$ cat config.mk
export PLATFORM = sky130hd
export DESIGN_NAME = hazard_scoreboard
export DESIGN_NICKNAME = d
export VERILOG_FILES = /design/src/rtl/hazard_pkg.sv /design/src/rtl/hazard_timer.sv /design/src/rtl/hazard_scoreboard.sv
export SDC_FILE = /design/constraint.sdc
export NUM_CORES = 1
export LEC_CHECK = 0
export ABC_AREA = 1
export ABC_CLOCK_PERIOD_IN_PS = 5230
export CAP_MARGIN = 15
export CORE_MARGIN = 2
export CORE_UTILIZATION = 45
export CTS_BUF_LIST = sky130_fd_sc_hd__clkbuf_8
export DETAILED_ROUTE_END_ITERATION = 12
export HOLD_SLACK_MARGIN = 0.12
export PLACE_DENSITY = 0.72
export SLEW_MARGIN = 20
export SYNTH_ARGS = -nofsm -noshare
export SYNTH_HDL_FRONTEND = slang
export SYNTH_SLANG_ARGS = --single-unit
$ cat constraint.sdc
create_clock -name clk -period 5.23 [get_ports clk]
set_clock_uncertainty 0.2 [all_clocks]
set_input_delay 0.523 -clock clk [delete_from_list [all_inputs] [get_ports clk]]
set_output_delay 0.523 -clock clk [all_outputs]
set_load 0.005 [all_outputs]
$ cat src/rtl/hazard_pkg.sv
// hazard_pkg: shared latency encodings and counter saturation helper for the hazard scoreboard.
package hazard_pkg;
  localparam int LAT_ALU  = 0;
  localparam int LAT_LOAD = 1;
  localparam int LAT_MUL  = 3;
  function automatic int sat_max(input int w);
    return (1 << w) - 1;
  endfunction
endpackage

$ cat src/rtl/hazard_timer.sv
// hazard_timer: per-register result-ready countdown; an issue keeps the larger of the
// remaining and new latency so an older, longer-latency producer is never forgotten.
module hazard_timer #(
  parameter int LW = 3
) (
  input  logic          clk,
  input  logic          reset,
  input  logic          issue,
  input  logic [LW-1:0] lat,
  output logic [LW-1:0] timer
);
  logic [LW-1:0] dec;
  always_comb dec = (timer != '0) ? timer - LW'(1) : '0;
  always_ff @(posedge clk or posedge reset)
    if (reset) timer <= '0;
    else timer <= (issue && lat > dec) ? lat : dec;
endmodule

$ cat src/rtl/hazard_scoreboard.sv
// hazard_scoreboard: per-register latency scoreboard producing stall/flush controls,
// a redirect bubble window and saturating stall/flush event counters.
module hazard_scoreboard
  import hazard_pkg::*;
#(
  parameter int NREG          = 32,
  parameter int AW            = $clog2(NREG),
  parameter int LW            = 3,
  parameter int REDIR_BUBBLES = 1,
  parameter int CW            = 16
) (
  input  logic            clk,
  input  logic            reset,
  input  logic            issue_valid,
  input  logic            issue_we,
  input  logic [AW-1:0]   issue_rd,
  input  logic [LW-1:0]   issue_lat,
  input  logic            dec_valid,
  input  logic [AW-1:0]   dec_rs1,
  input  logic [AW-1:0]   dec_rs2,
  input  logic            dec_use_rs1,
  input  logic            dec_use_rs2,
  input  logic            redirect,
  output logic            stall_f,
  output logic            stall_d,
  output logic            flush_d,
  output logic            flush_e,
  output logic [NREG-1:0] pending_mask,
  output logic [CW-1:0]   stall_cnt,
  output logic [CW-1:0]   flush_cnt
);
  localparam logic [CW-1:0] CNT_MAX = CW'(sat_max(CW));
  logic [LW-1:0] timer [NREG];
  logic [LW-1:0] rw;
  logic          hazard, iss;
  assign timer[0] = '0;
  assign pending_mask[0] = 1'b0;
  genvar r;
  for (r = 1; r < NREG; r++) begin : g_timer
    hazard_timer #(.LW(LW)) u_timer (
      .clk   (clk),
      .reset (reset),
      .issue (iss && issue_rd == AW'(r)),
      .lat   (issue_lat),
      .timer (timer[r])
    );
    assign pending_mask[r] = timer[r] != '0;
  end
  // Decode content during the redirect window is a bubble, so its sources are ignored.
  always_comb begin
    hazard  = dec_valid && rw == '0 &&
              ((dec_use_rs1 && dec_rs1 != '0 && timer[dec_rs1] != '0) ||
               (dec_use_rs2 && dec_rs2 != '0 && timer[dec_rs2] != '0));
    flush_d = !reset && (redirect || rw != '0);
    flush_e = !reset && (redirect || hazard);
    stall_f = !reset && hazard && !redirect;
    stall_d = stall_f;
    iss     = issue_valid && issue_we && issue_rd != '0 && !flush_e;
  end
  always_ff @(posedge clk or posedge reset)
    if (reset) begin
      rw        <= '0;
      stall_cnt <= '0;
      flush_cnt <= '0;
    end else begin
      rw <= redirect ? LW'(REDIR_BUBBLES - 1) : (rw != '0 ? rw - LW'(1) : '0);
      if (stall_d && stall_cnt != CNT_MAX) stall_cnt <= stall_cnt + CW'(1);
      if (redirect && flush_cnt != CNT_MAX) flush_cnt <= flush_cnt + CW'(1);
    end
endmodule

==> metrics.txt, run 1 <==
hold buffers post-CTS 0; routability cong. 0.937; Max-Cap Viols 0; crit share post-route 81.0%; IR drop worst, VDD 138 uV; synth top area cells dfrtp_1 (29%), ha_1 (18%), nand2_1 (14%), inv_1 (7.7%), nand3_1 (6.9%); top cell type's share of synthesized area 29.3%; die footprint 25500 um2; Startpoint Class primary input; H-Tree Depth 4; row count 57; Tot GR Track Use 23.8%; Port Buf Inserts 92; pwr/cell area 271 nW/um2; Wirelength per Cell 15.4 um; Gate Count Post-Synth 1533; Clock Tree Buf Depth 2; Ports 94; clk sinks 128; commonest non-fill, non-tap cell in the layout nand2_1; CP arrival 3.51 ns; minimum clock period 4.24 ns; worst min-delay path category flop to flop; first-pass GRT wire length 49500 um; cell area after synthesis 10900 um2; hpwl dp 21200 um; Residual DRC 0; syn_area_per_cell 7.13 um2; Layout Nets 1790; FMAX 0.236 GHz; Initial Util 45.3%; Post-CTS Resized 0; CP max FO 15; clock latency on the worst-skew pair 0.46 ns; RSZ-0062 raised after global routing false; Fin Setup TNS 0 ns; # setup viols final 0; Final Power 3.39 mW; Die Ht 160 um; Crit Path Class primary input to output port; initial antenna violation count 0; Worst-path clk slew 0.08 ns; Clk Tree Root Cell clkbuf_8; Synth Warn # 0; core area 24100 um2; Critical Path RT 4.51 ns; Max-slew headroom 13.8%; Die Width 160 um; register area share after synthesis 29.3%; nature of the critical path endpoint output port; r2r setup slk 2.18 ns; largest net degree at the start of global routing 125; number of CTS-inserted buffers 17; routed vias 10600; share of layout cells above drive strength 1 3.34%; ant diodes 0; number of vias per cell 5.44; area delta synth->final 14.5%; 1st-pass router iterations 5; Routed WL 29900 um; Pleak 6.55 nW; Final Slew Violations 0; initial detailed-routing violation count 739; post-route ant nets 0; most frequent cells in the layout nand2_1 (405), inv_1 (222), ha_1 (159); register bit total from synthesis 128; status complete, no violations; post-CTS setup buffer count 0; largest area contributor in the synthesized netlist dfrtp_1; vias in the first global route 10100; Netlist cell types 28; syn_nets 1718; total grt overflow 0; actual slew at the worst max-slew pin 1.29 ns; CTS tree done; final hold vios 0
==> state kept, by name, summed over array words and instances (netlist names) <==
signal	flops
flush_cnt	16
stall_cnt	16
g_timer.u_timer.timer	93
rw	3
==> cells by family after synthesis <==
family | Yosys count | synth area share (%)
XOR/XNOR | 28 | 2.24
flip-flops | 128 | 29.3
adder cells (fa/ha/maj) | 159 | 18.2
buffers and inverters | 279 | 10.3
other | 1 | 0.0343
AO/OA/AOI/OAI | 128 | 7.66
AND/OR/NAND/NOR | 810 | 32.2
==> power breakdown <==
part	total, mW	switching (mW)	internal [mW]
Clock	0.919	0.437	0.481
Sequential	1.23	0.127	1.11
Combinational	1.23	0.708	0.526
==> worst max-delay path, stage by stage <==
cell,delay [ns]
clkdlybuf4s50_1,0.72
nor2_1,0.66
nand2_1,0.14
nand3_1,0.12
nand2_1,0.06
nand3_1,0.07
nand2_1,0.06
nand2_1,0.05
nand3_1,0.06
nand2_1,0.13
nand2_1,0.09
nand2_1,0.11
nand2_4,0.08
inv_1,0.13
clkdlybuf4s50_1,0.51
==> stage by stage <==
stage,std cells,util [%],hold WS [ns],cell area (um2),worst slack [ns]
floorplan,1533,-,0.230,10900,0.474
CTS,1942,51.9,0.270,12500,1.00
global route,1942,51.9,0.292,12500,0.807
global placement,1910,50.2,0.259,12100,1.04
finish,1942,51.9,0.265,12500,0.994
detailed placement,1910,50.2,0.259,12100,1.02
==> final timing paths <==
kind | from | endpoint | cells after the start
max in group asynchronous | reset | g_timer[1].u_timer.timer[0]$_DFF_PP0_ | 3
min | rw[0]$_DFF_PP0_ | rw[0]$_DFF_PP0_ | 1
min in group asynchronous | reset | stall_cnt[7]$_DFFE_PP0P_ | 2
max | dec_rs1[1] | flush_e | 15
max reg2reg | g_timer[11].u_timer.timer[0]$_DFF_PP0_ | g_timer[7].u_timer.timer[0]$_DFF_PP0_ | 17
min reg2reg | rw[0]$_DFF_PP0_ | rw[0]$_DFF_PP0_ | 1
==> cell type report <==
class,count,area (um2)
fillers,2406,11600
multi-input cells,1126,6600
inverters,225,848
clock inverters,14,166
well taps,324,405
flip-flops and latches,128,3200
repair buffers,107,1040
clock buffers,18,248
==> routing by layer <==
layer | track usage (%) | vias to the layer above | share of wire [%]
met5 | 0 | - | 0
met4 | 10.6 | 0 | 3.8
met3 | 4.21 | 64 | 6.3
met2 | 39.6 | 335 | 46
met1 | 30.2 | 4962 | 43
li1 | - | 5212 | -
==> synth_stat cells <==
cell / instances
buf_6: 6
xnor2_1: 17
inv_2: 2
inv_1: 223
nand4_1: 100
o211ai_1: 1
nand3_1: 151
or2_2: 1
buf_1: 4
nand2_2: 1
a21oi_1: 17
buf_2: 14
nor2_1: 136
buf_4: 5
dfrtp_1: 128
a311oi_1: 31
conb_1: 1
o21bai_1: 8
nand2_1: 405
nor4_1: 5
xor2_1: 11
a211oi_1: 23
ha_1: 159
clkbuf_2: 1
nor3_1: 9
clkbuf_1: 24
nand3b_1: 2
o21ai_0: 48
No activity file was read; power rests on OpenSTA's default activity.
==> run 2, diff against run 1 <==
Settings changed: ABC_CLOCK_PERIOD_IN_PS 5230 to 4400.
Clock period 5.23 ns to 4.4 ns, I/O delays scaled along.
==> metrics.txt, run 2 (same netlist as run 1, synthesis figures left out) <==
status complete, no violations; Tot GR Track Use 24.3%; # setup viols final 0; Final Slew Violations 0; post-route ant nets 0; GR peak layer met2; routed vias 10700; Routed WL 30800 um; Crit Path Class primary input to output port; actual slew at the worst max-slew pin 0.999 ns; hold buffers post-CTS 0; Ports 94; first-pass GRT wire length 50600 um; RR Endpoint g_timer[13].u_timer.timer[2]$_DFF_PP0_; largest reg by FF count g_timer.u_timer.timer; Worst-path clk slew 0.08 ns; Layout Nets 1801; Clock Tree Buf Depth 2; ant diodes 0; IR drop worst, VDD 153 uV; die footprint 25500 um2; Wirelength per Cell 15.8 um; clock latency on the worst-skew pair 0.47 ns; CP max FO 9; CP arrival 3.02 ns; Initial Util 45.3%; FMAX 0.273 GHz; commonest non-fill, non-tap cell in the layout nand2_1; nature of the critical path endpoint output port; r2r setup slk 1.44 ns; met1 global-route usage 32.5%; initial antenna violation count 0; number of CTS-inserted buffers 17; Die Width 160 um; worst min-delay path category flop to flop; final core occ 52.2%; largest net degree at the start of global routing 125; area delta synth->final 15.3%; Pleak 6.61 nW; CTS tree done; Crit Reg-Reg Startpoint g_timer[3].u_timer.timer[0]$_DFF_PP0_; Post-CTS Resized 0; Critical Path RT 3.76 ns; final hold vios 0; clk sinks 128; Fin Setup TNS 0 ns; Max-Cap Viols 0; share of layout cells above drive strength 1 3.81%; core area 24100 um2; post-CTS setup buffer count 0; worst hold slack 0.296 ns; met2 usage 40.0%; minimum clock period 3.66 ns; row count 57; number of vias per cell 5.46; Die Ht 160 um; Global Route met3 Usage 3.82%; Critical Path End stall_f; max FFs per register 93; crit share post-route 83.2%; Clk Tree Root Cell clkbuf_8; biggest regs g_timer.u_timer.timer x93, flush_cnt x16, stall_cnt x16; pwr/cell area 317 nW/um2; Max-slew headroom 33.1%; H-Tree Depth 4; routability cong. 0.909; Residual DRC 0; vias in the first global route 10100; initial detailed-routing violation count 910; total grt overflow 0; RSZ-0062 raised after global routing false; hpwl dp 21900 um; 1st-pass router iterations 6; Port Buf Inserts 92; CP startpoint dec_rs1[1]; most frequent cells in the layout nand2_1 (405), inv_1 (224), ha_1 (159); cell depth of the worst flop-to-flop path 15; Startpoint Class primary input
[run 2: changes by cell type in the layout (fill, tap and decap cells not counted)]
cell	before	now
clkinv_4	3	2
bufinv_16	3	2
buf_4	14	22
clkinvlp_4	4	3
clkbuf_8	18	19
buf_12	1	4
inv_4	1	0
inv_1	222	224
[run 2: power breakdown]
part	switching, mW	leakage, nW	internal, mW	total (mW)
sequential	0.150	1.75	1.32	1.47
clock	0.511	0.200	0.523	1.03
combinational	0.854	4.66	0.636	1.49
total	1.51	6.61	2.48	3.99
[run 2: layout make-up]
type,count,area [um2]
Fill cell,2371,11500
Multi-Input combinational cell,1126,6600
Sequential cell,128,3200
Timing Repair Buffer,118,1160
Inverter,225,850
Tap cell,324,405
Clock buffer,19,262
Clock inverter,12,120
[run 2: worst min-delay path by stage]
| stage | start | endpoint | slack (ns) | depth (start not counted) |
|---|---|---|---|---|
| floorplan | rw[0]$_DFF_PP0_ | rw[0]$_DFF_PP0_ | 0.23 | 1 |
| global placement | rw[0]$_DFF_PP0_ | rw[0]$_DFF_PP0_ | 0.25 | 1 |
| detailed placement | rw[0]$_DFF_PP0_ | rw[0]$_DFF_PP0_ | 0.29 | 1 |
| CTS | rw[0]$_DFF_PP0_ | rw[0]$_DFF_PP0_ | 0.30 | 1 |
| global route | rw[0]$_DFF_PP0_ | rw[0]$_DFF_PP0_ | 0.31 | 1 |
| finish | rw[0]$_DFF_PP0_ | rw[0]$_DFF_PP0_ | 0.30 | 1 |
[run 2: stage by stage]
stage / total power, mW / instance area, um2 / setup WS (ns) / std cells
after global routing: 4.27 / 12600 / 0.525 / 1952
after floorplan: 2.32 / 10900 / 0.663 / 1533
after detailed placement: 2.97 / 12200 / 0.751 / 1921
after global placement: 2.93 / 12200 / 0.756 / 1921
after CTS: 4.01 / 12600 / 0.737 / 1952
final: 3.99 / 12600 / 0.741 / 1952
[run 2: layer usage]
metal	vias up	wire, um
met3	66	2220
li1	5211	-
met2	407	14300
met1	4976	13500
met4	0	834
met5	-	0
[run 2: worst max-delay path, stage by stage]
cell	delay, ns
clkdlybuf4s50_1	0.57
inv_1	0.31
nand2_1	0.17
nor2_1	0.13
nor2_1	0.05
nand3_1	0.08
nand2_1	0.05
nand3_1	0.06
nand2_1	0.05
nand2_1	0.05
nand3_1	0.06
nand2_1	0.11
nand2_1	0.08
nor3_1	0.23
clkdlybuf4s50_1	0.56
